`config.mk`:
```
export PLATFORM = sky130hd
export DESIGN_NAME = gen_xy_sweep
export DESIGN_NICKNAME = d
export VERILOG_FILES = /design/src/rtl/gen_xy_sweep.sv
export SDC_FILE = /design/constraint.sdc
export NUM_CORES = 1
export LEC_CHECK = 0
export CORE_ASPECT_RATIO = 0.5
export CORE_MARGIN = 2
export CORE_UTILIZATION = 47
export CTS_CLUSTER_SIZE = 25
export DETAILED_ROUTE_END_ITERATION = 8
export PLACE_DENSITY = 0.78
export SKIP_CTS_REPAIR_TIMING = 1
export SYNTH_ARGS = -nofsm -noshare
export SYNTH_HDL_FRONTEND = slang
export SYNTH_SLANG_ARGS = --single-unit
```
`constraint.sdc`:
```
create_clock -name clk -period 3.7 [get_ports clk]
set_input_delay 0.74 -clock clk [delete_from_list [all_inputs] [get_ports clk]]
set_output_delay 0.74 -clock clk [all_outputs]
set_load 0.005 [all_outputs]
```
`src/rtl/gen_xy_sweep.sv`:
```
// XY sweep generator: stepped sawtooth/triangle ramp Q between CENTER-SPAN and CENTER+SPAN,
// with X/Y DAC code mapping, end-of-sweep pulse and sweep counter.
module gen_xy_sweep #(
    parameter int W      = 12,
    parameter int CENTER = 2000,
    parameter int SPAN   = 1000,
    parameter int STEP_W = 4,
    parameter int FCNT_W = 8
) (
    input  logic              clk,
    input  logic              rst,
    input  logic              st,
    input  logic [STEP_W-1:0] step,
    input  logic              mode_tri,
    input  logic              x_hold,
    input  logic [5:0]        x_off,
    input  logic              y_inv,
    output logic [W-1:0]      Q,
    output logic              dir,
    output logic              UP,
    output logic [W-1:0]      X,
    output logic [W-1:0]      Y,
    output logic              frame,
    output logic [FCNT_W-1:0] frame_cnt
);

    localparam int LO_I = CENTER - SPAN;
    localparam int HI_I = CENTER + SPAN;

    if (SPAN < 1 || LO_I < 0 || HI_I >= (1 << W) || 2 * SPAN >= (1 << W) ||
        STEP_W < 1 || STEP_W > W) begin : g_bad_params
        $error("gen_xy_sweep: illegal parameter set");
    end

    localparam logic [W:0]   LO_E   = (W+1)'(LO_I);
    localparam logic [W:0]   HI_E   = (W+1)'(HI_I);
    localparam logic [W-1:0] LO_Q   = W'(LO_I);
    localparam logic [W-1:0] HI_Q   = W'(HI_I);
    localparam logic [W-1:0] CTR_Q  = W'(CENTER);
    localparam logic [W-2:0] SPAN_D = (W-1)'(SPAN);

    logic [W-1:0]      q_r;
    logic              dir_r;
    logic              frame_r;
    logic [FCNT_W-1:0] fcnt_r;

    logic [W-1:0]      q_nxt_s;
    logic              dir_nxt_s;
    logic              frame_nxt_s;
    logic [FCNT_W-1:0] fcnt_nxt_s;

    logic [STEP_W-1:0] s_s;
    logic [W:0]        s_e_s;
    logic [W:0]        q_e_s;
    logic [W:0]        up_sum_s;
    logic [W:0]        lo_lim_s;

    logic              up_s;
    logic [W-2:0]      dq_s;
    logic [W-2:0]      y_base_s;
    logic [W-1:0]      xo_s;

    // Effective step and W+1-bit operands so neither add nor subtract can wrap
    always_comb begin
        s_s      = (step == {STEP_W{1'b0}}) ? {{(STEP_W-1){1'b0}}, 1'b1} : step;
        s_e_s    = (W+1)'(s_s);
        q_e_s    = {1'b0, q_r};
        up_sum_s = q_e_s + s_e_s;
        lo_lim_s = LO_E + s_e_s;
    end

    // Next ramp position, direction, frame pulse and sweep count
    always_comb begin
        q_nxt_s     = q_r;
        dir_nxt_s   = dir_r;
        frame_nxt_s = 1'b0;
        fcnt_nxt_s  = fcnt_r;
        if (st) begin
            if (!mode_tri) begin
                dir_nxt_s = 1'b1;
                if (q_r == HI_Q) begin
                    q_nxt_s     = LO_Q;
                    frame_nxt_s = 1'b1;
                    fcnt_nxt_s  = fcnt_r + {{(FCNT_W-1){1'b0}}, 1'b1};
                end else if (up_sum_s >= HI_E) begin
                    q_nxt_s = HI_Q;
                end else begin
                    q_nxt_s = up_sum_s[W-1:0];
                end
            end else if (dir_r) begin
                if (up_sum_s >= HI_E) begin
                    q_nxt_s   = HI_Q;
                    dir_nxt_s = 1'b0;
                end else begin
                    q_nxt_s = up_sum_s[W-1:0];
                end
            end else begin
                // Bounce at the bottom as soon as another step would reach or pass LO
                if (q_e_s <= lo_lim_s) begin
                    q_nxt_s     = LO_Q;
                    dir_nxt_s   = 1'b1;
                    frame_nxt_s = 1'b1;
                    fcnt_nxt_s  = fcnt_r + {{(FCNT_W-1){1'b0}}, 1'b1};
                end else begin
                    q_nxt_s = q_r - s_s;
                end
            end
        end else begin
            frame_nxt_s = 1'b0;
        end
    end

    // State registers with synchronous reset
    always_ff @(posedge clk) begin
        if (rst) begin
            q_r     <= CTR_Q;
            dir_r   <= 1'b1;
            frame_r <= 1'b0;
            fcnt_r  <= {FCNT_W{1'b0}};
        end else begin
            q_r     <= q_nxt_s;
            dir_r   <= dir_nxt_s;
            frame_r <= frame_nxt_s;
            fcnt_r  <= fcnt_nxt_s;
        end
    end

    // DAC code mapping: Y follows distance from centre, X tracks Q or a held offset
    always_comb begin
        up_s     = (q_r >= CTR_Q);
        dq_s     = up_s ? (W-1)'(q_r - CTR_Q) : (W-1)'(CTR_Q - q_r);
        y_base_s = y_inv ? (SPAN_D - dq_s) : dq_s;
        xo_s     = W'({x_off, 5'b00000});
    end

    assign Q         = q_r;
    assign dir       = dir_r;
    assign frame     = frame_r;
    assign frame_cnt = fcnt_r;
    assign UP        = up_s;
    assign Y         = {y_base_s, 1'b0};
    assign X         = x_hold ? (CTR_Q - xo_s) : q_r;

endmodule
```
[After elaboration in Yosys (flattened, before gate mapping)]
Cells that the tools add are included.
Storage, ports and cells
  output and inout port bits: 47
  input port bits: 16
  register bits after elaboration: 22
  word-level logic and storage cells: 43
Operators by class
  reductions and logical operators: 4
  magnitude comparators: 3
  equal/unequal tests: 3
  bitwise logic cells: 1
  add/subtract/negate cells: 8
  mux-type cells: 20
Operators by type and width (count)
  $mux W12: 6
  $mux W8: 4
  $mux W11: 2
  $add A12 B4 Y13: 1
  $ge A13 B12 Y1 const B: 1
  $eq A12 B12 Y1 const B: 1
  $ge A12 B11 Y1 const B: 1
  $le A12 B11 Y1: 1
  $sub A11 B11 Y12 const A: 1
  $sub A12 B4 Y12: 1
  $add A10 B4 Y11 const A: 1
  $sub A10 B11 Y11 const A: 1
  $sub A11 B11 Y11 const A: 1
  $sub A11 B11 Y11 const B: 1
  $add A8 B1 Y8 const B: 1
  $mux W1: 7
  $logic_not A4 Y1: 1
  $mux W4: 1
  $reduce_and A4 Y1: 1
  $ne A2 B1 Y1 const B: 1
  $ne A2 B2 Y1 const B: 1
  $reduce_bool A2 Y1: 1
  $reduce_or A2 Y1: 1
  $not A1 Y1: 1

[Depth between registers and ports, before layout]
  depth after elaboration: 7
  depth in mapped cells: 14
  gate-level depth less buffers: 13

[Least setup slack after synthesis]
OpenSTA, ideal clock, no wires.
  path type: register to output
  from: register q_r[1], in the netlist Q[1]
  to: output Y[11]
  setup slack: 0.130 ns
  data required time: 2.960 ns
  data arrival time: 2.830 ns
  buffers on the path: 2
  stages on the path, launching flop included: 14
  cells stage by stage: dfxtp_1 clkbuf_1 inv_1 ha_1 and4bb_1 nand2b_4 a31oi_4 inv_2 buf_2 maj3_2 a21oi_2 nand2_1 nor4_2 xnor2_1
Between the ends
  cells in the longest elaborated chain, start to end: 4
  elaborated cells between the ends (all ways): 6
  those cells by class: 3 x add/sub; 1 x order compare; 2 x mux
RTL lines
  from (decl): line 42  | logic [W-1:0] q_r;
  from (signal assigned): line 121  | q_r <= q_nxt_s;
  $ge A12 B11 Y1 *: line 130  | up_s = (q_r >= CTR_Q);
  named net UP: line 20  | output logic UP,
  $mux W11 *: line 131  | dq_s = up_s ? (W-1)'(q_r - CTR_Q) : (W-1)'(CTR_Q - q_r);
  $sub A10 B11 Y11: line 132  | y_base_s = y_inv ? (SPAN_D - dq_s) : dq_s;
  $mux W11 *: line 132
  to (decl): line 22  | output logic [W-1:0] Y,
The timed path passes the listed nets; every way through them passes the cells marked *.

[Worst setup path in the final report]
  from: register q_r[0], in the netlist Q[0]
  to: output Y[5]
Between the ends
  cells in the longest elaborated chain, start to end: 4
  elaborated cells between the ends (all ways): 6
  those cells by class: 3 x add/sub; 1 x order compare; 2 x mux
RTL lines (line)
  $sub A11 B11 Y11 / $ge A12 B11 Y1 (equally long branches): 131, 130
  $mux W11 *: 131
  $sub A10 B11 Y11: 132
  $mux W11 *: 132
Mark *: on every way between the ends. The rest lies on a longest branch, timed or not.

==> reports/metrics.cfg <==
[routing]
drt_iter0_markers = 308
wl_per_cell_um = 16.7
routed_via_density = 5.94
route.vias.total = 3243
ant_nets = 0
totalWireLength_mm = 9.10
first_pass_iters = 5
drc = 0

[global_routing]
grt_pass1_wl_mm = 14.3
antenna_found_initial = 0
grt.total_usage = 0.264
grt-ovfl-total = 0
grt_max_degree = 26
grt_pass1_vias = 2875

[worst_hold_path]
hold_path_class = flop to flop
hp-start = frame_cnt[7]
whs_path_depth = 2
hold_end = frame_cnt[7]

[floorplanning]
fp-row-count = 20
start_util = 0.479
core_um2 = 5980
die_width_um = 114
fp.dieH_um = 59.2
dieArea_um2 = 6780
ios = 63

[clock_tree]
cts_max_path_buffers = 2
clock_sinks = 22
clock_latency_ps = 260
cts_tree = built
cts_buffers = 3
h-tree-depth = 1
cts_root_buf = clkbuf_16
path_clk_slew_ps = 60

[timing]
hold_viol_final = 0
holdWs_ps = 519
fin_crit_ps = 3610
period_share = 0.977
maxSlewHeadroom = 0.502
rsz0062_at_grt = yes
setup_ws_ps = 85.9
worst_pin_slew_ps = 738
tns_ps = 0
fmaxAchievable_ghz = 0.277
fin_skew_ps = 1.07
setup_viol = 0
maxSlewViolCount = 0

[run_status]
status = finished, final reports clean

[cells_and_area]
mostFrequentLayoutCells = 56 x clkdlybuf4s50_1, 51 x buf_4, 36 x nor2_1
finalNonFillerCells = 546
antennaDiodeCount = 0
syn_to_final_growth_pct = 39.5
num-nets-final = 504
post-route-cell-area_um2 = 4000
layout_commonest_cell = clkdlybuf4s50_1
utilization = 0.669
drive_above_1_share = 0.215

[setup_path]
cp_max_fo = 7
reg2reg_from = Q[4]
crit_path_end_kind = primary output
r2r_setup_slack_ps = 710
start_kind = flop
startpoint = Q[0]
r2r-end = Q[10]
reg2reg_depth = 9
cp.required_ps = 2960
critical_path_class = flop to primary output
cp.arrival_ps = 2870

[placed_design]
gp_congestion = 0.929
placed_area_um2 = 3750
place_ws_ps = -81.4
dpl.hpwl_mm = 6.66
dpl.cell_count = 535
io_buffers = 61

[power_and_ir_drop]
p_sw_uw = 448
combPwrFrac = 0.594
cellPowerDensity_nw_per_um2 = 301
total_power_mw = 1.20
power_frac_seq = 0.213
swShare = 0.372
peakVddDrop_uv = 178
clockPowerShare = 0.193
p_int_uw = 755
leakage_nw = 1.62

[synth]
yosysSeqAreaShare = 0.154
synth_area_leaders = dfxtp_1 15%, ha_1 6.5%, xnor2_1 6.4%, xor2_1 4.9%, nor2_1 4.7%
ys_async_sr_fraction = 0
synth_nets = 418
post-synth-top-area-cell = dfxtp_1
synth_area_um2 = 2870
synth_edf_count = 0
synth_seq_cells = 22
synth_ff_type = dfxtp_1
synth_cell_types = 78
syn_inst = 385
synth_area_per_cell_um2 = 7.45
yosys.area.top_type_share = 0.154
yosys_warnings = 0

[flow_run]
drv_cap = 0

sequential cells by signal, summed over array words and instances (netlist names):
register	flops
frame	1
dir	1
frame_cnt	8
Q	12
power groups by stage:
stage          Combinational, mW  Sequential (mW)  Clock (mW)
5_1_grt                    0.773            0.257       0.240
2_1_floorplan              0.380            0.264           0
3_5_place_dp               0.646            0.261           0
3_3_place_gp               0.639            0.260           0
6_report                   0.714            0.256       0.233
4_1_cts                    0.650            0.255       0.233
final cells by class:
type	instances	area [um^2]
clock buffer	3	75.1
timing repair buffer	113	1020
fill	499	1980
tap	77	96.3
sequential	22	442
multi-input combinational	311	2290
inverter	20	80.1
critical path: stages, from the launching register on:
cell	delay (ps)
dfxtp_1	330
inv_1	60
ha_1	200
and4bb_1	210
nand2b_4	150
a31oi_4	170
buf_4	160
clkinv_4	70
buf_4	160
o211ai_1	170
a21oi_1	80
a31oi_1	200
xnor2_1	140
clkdlybuf4s50_1	520
how the worst max path moves through the flow:
stage               endpoint  depth (start not counted)
floorplan              Y[11]                         13
finish                  Y[5]                         13
global placement        Q[5]                         12
CTS                    Y[11]                         11
global route           Y[10]                         10
detailed placement      Q[5]                         12
synthesized netlist by cell type, drive strengths merged, types with 4 or more instances:
library cell  number
dfxtp             22
xnor2             21
o21ai             24
and3               9
clkbuf            19
inv               20
mux2               5
mux2i              5
xor2              16
nand3             11
nand4              8
o31ai              6
a21oi             26
buf               13
nor2b              8
nand2             29
ha                15
nor2              36
a31oi              4
a311oi             4
nor4               4
nor3               9
nand2b             8
o211ai             5
logic make-up (layout without fill, tap and decap cells):
kind of cell    Yosys count  count (layout)  synth area share
fa+ha+maj                18              18            0.0834
mux                      10              10            0.0371
flops                    22              22             0.154
simple gates            137             137             0.251
buf+inv                  52             136            0.0794
other cells               1               1           0.00131
compound gates          108             108             0.281
xor+xnor                 37              37             0.113
metal layers:
metal  global-route usage  vias to the layer above  part of all wire
li1                     -                     1570                 -
met1                0.390                     1507              0.46
met2                0.419                      153              0.44
met3               0.0389                       13             0.090
met4               0.0383                        0            0.0082
met5                    0                        -                 0
(Power assumes the default switching activity.)
